<file path="src/rtl/instr_encoder_loader.sv">
// Encodes instruction requests, buffers them in a small FIFO and
// streams them into instruction memory from BASE_ADDR upward.
module instr_encoder_loader #(
  parameter int ADDR_W    = 8,
  parameter int DEPTH     = 4,
  parameter int BASE_ADDR = 0
) (
  input  logic              clk,
  input  logic              rst,
  input  logic              start,
  input  logic              in_valid,
  output logic              in_ready,
  input  logic [2:0]        in_kind,
  input  logic [4:0]        in_rs,
  input  logic [4:0]        in_rt,
  input  logic [4:0]        in_rd,
  input  logic [15:0]       in_imm,
  input  logic              in_last,
  output logic              imem_we,
  input  logic              imem_ready,
  output logic [ADDR_W-1:0] imem_addr,
  output logic [31:0]       imem_wdata,
  output logic              busy,
  output logic              done,
  output logic [ADDR_W:0]   count,
  output logic              err_overflow
);
  localparam int PW = $clog2(DEPTH);
  localparam logic [ADDR_W-1:0] ABASE = ADDR_W'(BASE_ADDR);
  localparam logic [ADDR_W-1:0] AMAX  = '1;

  typedef enum logic [1:0] {S_IDLE, S_LOAD, S_DONE} state_t;

  state_t            state_q, state_d;
  logic [32:0]       mem_q [DEPTH];
  logic [PW:0]       wptr_q, rptr_q;
  logic [ADDR_W-1:0] addr_q;
  logic [ADDR_W:0]   count_q;
  logic              err_q, last_taken_q, exh_q;

  logic        load, empty, full, push, pop, wr, init;
  logic [32:0] head;
  logic [31:0] enc_word;
  logic [5:0]  funct;

  always_comb begin
    funct = 6'd32;
    unique case (in_kind)
      3'd3:    funct = 6'd34;
      3'd4:    funct = 6'd50;
      3'd5:    funct = 6'd36;
      3'd6:    funct = 6'd37;
      default: funct = 6'd32;
    endcase
  end

  always_comb begin
    enc_word = '0;
    unique case (in_kind)
      3'd0:    enc_word = {6'd8, in_rs, in_rt, in_imm};
      3'd1:    enc_word = {6'd9, in_rs, in_rt, in_imm};
      3'd7:    enc_word = '0;
      default: enc_word = {6'd7, in_rs, in_rt, in_rd, 5'd0, funct};
    endcase
  end

  assign load  = (state_q == S_LOAD);
  assign empty = (wptr_q == rptr_q);
  assign full  = (wptr_q[PW] != rptr_q[PW]) &&
                 (wptr_q[PW-1:0] == rptr_q[PW-1:0]);
  assign head  = mem_q[rptr_q[PW-1:0]];

  assign in_ready = load & ~full & ~last_taken_q;
  assign push     = in_valid & in_ready;
  assign imem_we  = load & ~empty & ~exh_q;
  assign wr       = imem_we & imem_ready;
  // once the address space is used up, entries drain without a write
  assign pop      = load & ~empty & (exh_q | imem_ready);
  assign init     = start & ~load;

  always_comb begin
    state_d = state_q;
    unique case (state_q)
      S_IDLE:  if (start) state_d = S_LOAD;
      S_LOAD:  if (pop && head[32]) state_d = S_DONE;
      S_DONE:  if (start) state_d = S_LOAD;
      default: state_d = S_IDLE;
    endcase
  end

  always_ff @(posedge clk) begin
    if (rst) begin
      state_q      <= S_IDLE;
      wptr_q       <= '0;
      rptr_q       <= '0;
      addr_q       <= ABASE;
      count_q      <= '0;
      err_q        <= 1'b0;
      last_taken_q <= 1'b0;
      exh_q        <= 1'b0;
    end else begin
      state_q <= state_d;
      if (init) begin
        wptr_q       <= '0;
        rptr_q       <= '0;
        addr_q       <= ABASE;
        count_q      <= '0;
        err_q        <= 1'b0;
        last_taken_q <= 1'b0;
        exh_q        <= 1'b0;
      end else begin
        if (push) begin
          wptr_q <= wptr_q + (PW+1)'(1);
          if (in_last) last_taken_q <= 1'b1;
        end
        if (pop) rptr_q <= rptr_q + (PW+1)'(1);
        if (wr) begin
          count_q <= count_q + (ADDR_W+1)'(1);
          addr_q  <= addr_q + ADDR_W'(1);
          if (addr_q == AMAX) exh_q <= 1'b1;
        end
        if (pop && exh_q) err_q <= 1'b1;
      end
    end
  end

  always_ff @(posedge clk) begin
    if (push) mem_q[wptr_q[PW-1:0]] <= {in_last, enc_word};
  end

  assign imem_addr    = addr_q;
  assign imem_wdata   = empty ? 32'h0 : head[31:0];
  assign busy         = load;
  assign done         = (state_q == S_DONE);
  assign count        = count_q;
  assign err_overflow = err_q;
endmodule

</file>
<file path="config.mk">
export PLATFORM = sky130hd
export DESIGN_NAME = instr_encoder_loader
export DESIGN_NICKNAME = d
export VERILOG_FILES = /design/src/rtl/instr_encoder_loader.sv
export SDC_FILE = /design/constraint.sdc
export NUM_CORES = 1
export LEC_CHECK = 0
export ABC_AREA = 0
export CAP_MARGIN = 30
export CORE_ASPECT_RATIO = 1.25
export CORE_UTILIZATION = 58
export CTS_BUF_LIST = sky130_fd_sc_hd__clkbuf_8 sky130_fd_sc_hd__clkbuf_16
export DETAILED_ROUTE_END_ITERATION = 8
export PLACE_DENSITY_LB_ADDON = 0.12
export SKIP_CTS_REPAIR_TIMING = 1
export SLEW_MARGIN = 20
export SYNTH_ARGS = -nofsm -noshare
export SYNTH_HDL_FRONTEND = slang
export SYNTH_SLANG_ARGS = --single-unit
</file>
<file path="constraint.sdc">
create_clock -name clk -period 4.02 [get_ports clk]
set_clock_uncertainty 0.15 [all_clocks]
set_input_delay 0.804 -clock clk [delete_from_list [all_inputs] [get_ports clk]]
set_output_delay 0.804 -clock clk [all_outputs]
set_load 0.01 [all_outputs]
</file>
# [Word level (Yosys, flattened, before mapping)]
# Memories as Yosys holds them, arrays and structs flattened. A register that Yosys moved wholly into a read port is not among the register bits.
# Index checks and enable logic that the tools add are counted.
[totals] elab_cells=61 output_inout_bits=54 mem_bits_rw=124 reg_bits=28 n_memories=1 in_bits=40
[op_classes] add_sub_neg=4 n_eq_ne=14 reduce_logical=10 mux=10 bitwise=14
[mem_list] memory="mem_q" words=4 width=31 rd=1 rd_ports_with_merged_regs=1 write_ports=1 line_no="35" source="logic [32:0] mem_q [DEPTH];"
[op_table] cell="30-bit one-hot mux with 3 select lines" count=1
[op_table] cell="32-bit two-way mux" count=1
[op_table] cell="5-bit one-hot mux with 4 select lines" count=1
[op_table] cell="3-bit == test, second input constant" count=4
[op_table] cell="9-bit by 1-bit adder with 9-bit output, second input constant" count=1
[op_table] cell="8-bit by 1-bit adder with 8-bit output, second input constant" count=1
[op_table] cell="1-bit bitwise AND" count=8
[op_table] cell="8-bit == test, second input constant" count=1
[op_table] cell="2-bit two-way mux" count=4
[op_table] cell="3-bit by 1-bit adder with 3-bit output, second input constant" count=2
[op_table] cell="2-bit AND reduction" count=3
[op_table] cell="1-bit inverter" count=5
[op_table] cell="2-bit by 1-bit != test with 1-bit output, second input constant" count=2
[op_table] cell="2-bit one-hot mux with 2 select lines" count=1
[op_table] cell="2-bit OR reduction" count=2
[op_table] cell="3-bit by 1-bit == test with 1-bit output, second input constant" count=1
[op_table] cell="3-bit by 2-bit == test with 1-bit output, second input constant" count=1
[op_table] cell="3-bit == test" count=1
[op_table] cell="1-bit logical AND" count=3
[op_table] cell="3-bit logical NOT" count=1
[op_table] cell="2-bit by 1-bit == test with 1-bit output, second input constant" count=1
[op_table] cell="2-bit == test" count=1
[op_table] cell="2-bit == test, second input constant" count=1
[op_table] cell="2-bit logical NOT" count=1
[op_table] cell="other kinds (3)" count=4

# [Depth between registers and ports, before layout]
[depth] ltp_word=8 depth_mapped=6 ltp_nobuf=5

# [Worst setup path before layout]
# Ideal clock, no wire load.
[synth_timing] kind="input-to-reg" start="input in_valid" end="memory mem_q[3][0] (netlist name), enable pin" setup_slack_ns=1.242 t_arrival_ns=2.211 path_buffers=0 cell_stages=2 required_ns=3.453 path_cell_list="nand4b_1 -> nor2_1"
[synth_between] elab_chain_len=3
[synth_lines] element="start, declared" line_no="11" source="input logic in_valid,"
[synth_lines] element="1-bit bitwise AND" line_no="74" source="assign push = in_valid & in_ready;"
[synth_lines] element="1-bit two-way mux" line_no="128" source="if (push) mem_q[wptr_q[PW-1:0]] <= {in_last, enc_word};"
[synth_lines] element="1-bit two-way mux (implied by the code)" line_no="128"
[synth_lines] element="end, declared" line_no="35"
# Every way passes these cells.

# [Worst setup path after layout]
[layout_timing] start="register wptr_q[1]" end="output imem_wdata[28]"
[layout_between] elab_chain_len=2
[layout_lines] element="start, declared" line_no="36" source="logic [PW:0] wptr_q, rptr_q;"
[layout_lines] element="start signal, assigned" line_no="113" source="wptr_q <= wptr_q + (PW+1)'(1);"
[layout_lines] element="3-bit == test" line_no="68" source="assign empty = (wptr_q == rptr_q);"
[layout_lines] element="32-bit two-way mux" line_no="132" source="assign imem_wdata = empty ? 32'h0 : head[31:0];"
[layout_lines] element="end, declared" line_no="22" source="output logic [31:0] imem_wdata,"
# Every way passes these cells.

==> results.cfg <==
[grt]
antenna_found_initial = 0
grt_util_all_layers_pct = 24.83
first_global_vias = 4005
grt_pass1_wl_um = 20200
grt_max_degree = 31
grt-ovfl-total = 0

[timing]
tns_ps = 0
tightest_slew_ps = 830.9
period_needed_ps = 3647
finalSetupViolCount = 0
min_period_over_period_pct = 90.71
final_hold_viol_count = 0
maxSlewViolCount = 0
rsz0062_at_grt = false
fmax_ghz = 0.2742
setup_ws_ps = 373.4
relSlewSlack_pct = 44.61

[synth]
yosys.area_share.adder_pct = 1.392
synth_top_area_share_pct = 57.27
synth_top_family_by_area = simple AND/OR/NAND/NOR gates
synth_compound_area_share_pct = 5.727
syn_inst = 414
yosysWarnings = 0
synth_edf_count = 120
ys_types = 47
synth_area_leader_cell = edfxtp_1
synth_seq_cells = 150
synth_xor_area_share_pct = 1.531
synth_area_sq_um = 6292
synth.yosys.seq_area_share_pct = 66.81
synth-main-ff-cell = edfxtp_1
synth_area_per_cell_sq_um = 15.20
synth_mux_area_share_pct = 11.06
synth_area_leaders = edfxtp_1 57%, mux4_2 11%, dfxtp_1 9.5%
async_reset_ff_share_pct = 0
synth-simple-area-share_pct = 11.55

[floorplan]
coreArea_sq_um = 10560
die_y_um = 118.5
die_area_sq_um = 11270
die_w_um = 95.16
start_util_pct = 59.57
io_pins = 94
std_cell_rows = 42

[power_and_ir_drop]
leakagePower_nw = 2.646
peakVddDrop_uv = 302.7
power_density_nw_per_um2 = 426.7

[drt]
vias = 3868
antenna_left = 0
vias_per_cell = 5.852
drc = 0
wire_per_inst_um = 19.48
firstDrtPassIters = 6
wl_um = 12880
drtIter0Drc = 167

[clock_network]
htreeDepth = 4
clock_latency_ps = 410
tritoncts = built
clkSinkCount = 150
cts.reportedPaths.clkPinSlew_ps = 60
clockRootBuffer = clkbuf_16
cts_made_buffers = 17
clk_path_buf_depth = 2

[worst_setup_path]
setup.worst_path.end_class = output port
cp-start-kind = flip-flop
path_class = flip-flop to output port
worstPathArrival_ps = 2690
crit_fanout = 24
required_ps = 3070

[status]
status = finished, final reports clean

[place]
place_ws_ps = 819.3
hpwl_um = 8016
gp_congestion = 0.7502
port_buffers = 91

[final_layout]
antenna_cells = 0
final_common_cell = edfxtp_1
layout-drive-gt1-share_pct = 14.93
syn2layout_area_growth_pct = 26.71
final_nets = 563
layout_common_cells = 120 x edfxtp_1, 91 x clkdlybuf4s50_1, 45 x and2_1, 30 x mux4_2, 28 x dfxtp_1

[worst_hold_path]
hold_class = flip-flop to flip-flop

[flow_run]
drv_cap = 0
sequential cells by signal, indices dropped and copies added (netlist names), named ones only:
register      count
err_overflow      1
imem_addr         8
mem_q           120
state_q           2
exh_q             1
wptr_q            3
last_taken_q      1
count             9
rptr_q            3
worst max-delay path: stages (launching register included):
cell and delay (ps):
dfxtp_1 380, xnor2_1 510, nand3_1 380, buf_4 330, and2_1 190, clkdlybuf4s50_1 480
through the flow:
stage | hold WS, ps | util (%) | instances | instance area [sq um] | power [mW]
3_5_place_dp | 319.4 | 70.01 | 628 | 7395 | 1.922
2_1_floorplan | 318.1 | - | 415 | 6296 | 1.828
6_report | 336.1 | 75.48 | 661 | 7973 | 3.402
5_1_grt | 371.3 | 75.48 | 661 | 7973 | 3.488
4_1_cts | 333.8 | 75.43 | 660 | 7968 | 3.423
3_3_place_gp | 310.8 | 70.01 | 628 | 7395 | 1.915
layer usage:
layer	vias up	track usage (%)	routed length, um	part of all wire [%]
li1	1799	-	-	-
met5	-	0	0	0
met1	1944	29.99	5019	39
met3	16	5.084	491	3.8
met2	109	42.37	7123	55
met4	0	10.80	243	1.9
path summary, 6_finish.rpt:
kind	start	end	slack, ps	depth (start not counted)
hold reg to reg	err_overflow$_SDFFE_PP0P_	err_overflow$_SDFFE_PP0P_	340	2
hold / removal	err_overflow$_SDFFE_PP0P_	err_overflow$_SDFFE_PP0P_	340	2
setup reg to reg	wptr_q[0]$_SDFFE_PP0N_	mem_q[1][1]$_DFFE_PP_	1470	4
setup / recovery	wptr_q[1]$_SDFFE_PP0N_	imem_wdata[28]	370	5
kinds of logic (layout without fill, tap and decap cells):
family | after synthesis | in the layout
flip-flops | 150 | 150
AND/OR/NAND/NOR | 131 | 131
AO/OA/AOI/OAI | 55 | 55
multiplexers | 32 | 32
buffers and inverters | 27 | 141
XOR/XNOR | 11 | 11
adder cells (fa/ha/maj) | 7 | 7
other | 1 | 2
Yosys cell counts, types with 2 or more instances:
| cell | instances |
|---|---|
| a31oi_1 | 2 |
| and2_1 | 48 |
| mux2i_1 | 2 |
| nand2_1 | 23 |
| o21ai_0 | 15 |
| inv_1 | 6 |
| nor2_1 | 18 |
| nand2b_1 | 2 |
| xnor2_1 | 7 |
| dfxtp_1 | 30 |
| nand4_1 | 4 |
| buf_4 | 3 |
| buf_2 | 4 |
| o31ai_1 | 7 |
| a21oi_1 | 16 |
| buf_1 | 2 |
| a311oi_2 | 3 |
| or3_1 | 8 |
| o21a_1 | 2 |
| edfxtp_1 | 120 |
| nand3_1 | 11 |
| mux4_2 | 30 |
| clkbuf_1 | 11 |
| ha_1 | 7 |
| xor2_1 | 4 |
| or4_1 | 5 |
| nor3_1 | 4 |
final cells by class:
| class | count | area, sq um |
|---|---|---|
| clock inverters | 13 | 120.1 |
| inverters | 7 | 26.28 |
| clock buffers | 19 | 452.9 |
| well taps | 132 | 165.2 |
| fillers | 668 | 2590 |
| flip-flops and latches | 150 | 4207 |
| repair buffers | 102 | 1016 |
| multi-input cells | 238 | 1986 |
power breakdown:
| group | switching, mW | internal (mW) |
|---|---|---|
| clock network | 0.578 | 0.934 |
| registers | 0.00687 | 1.70 |
| logic | 0.0936 | 0.0901 |
| total | 0.679 | 2.72 |
Power figures use the tool's default switching activity.
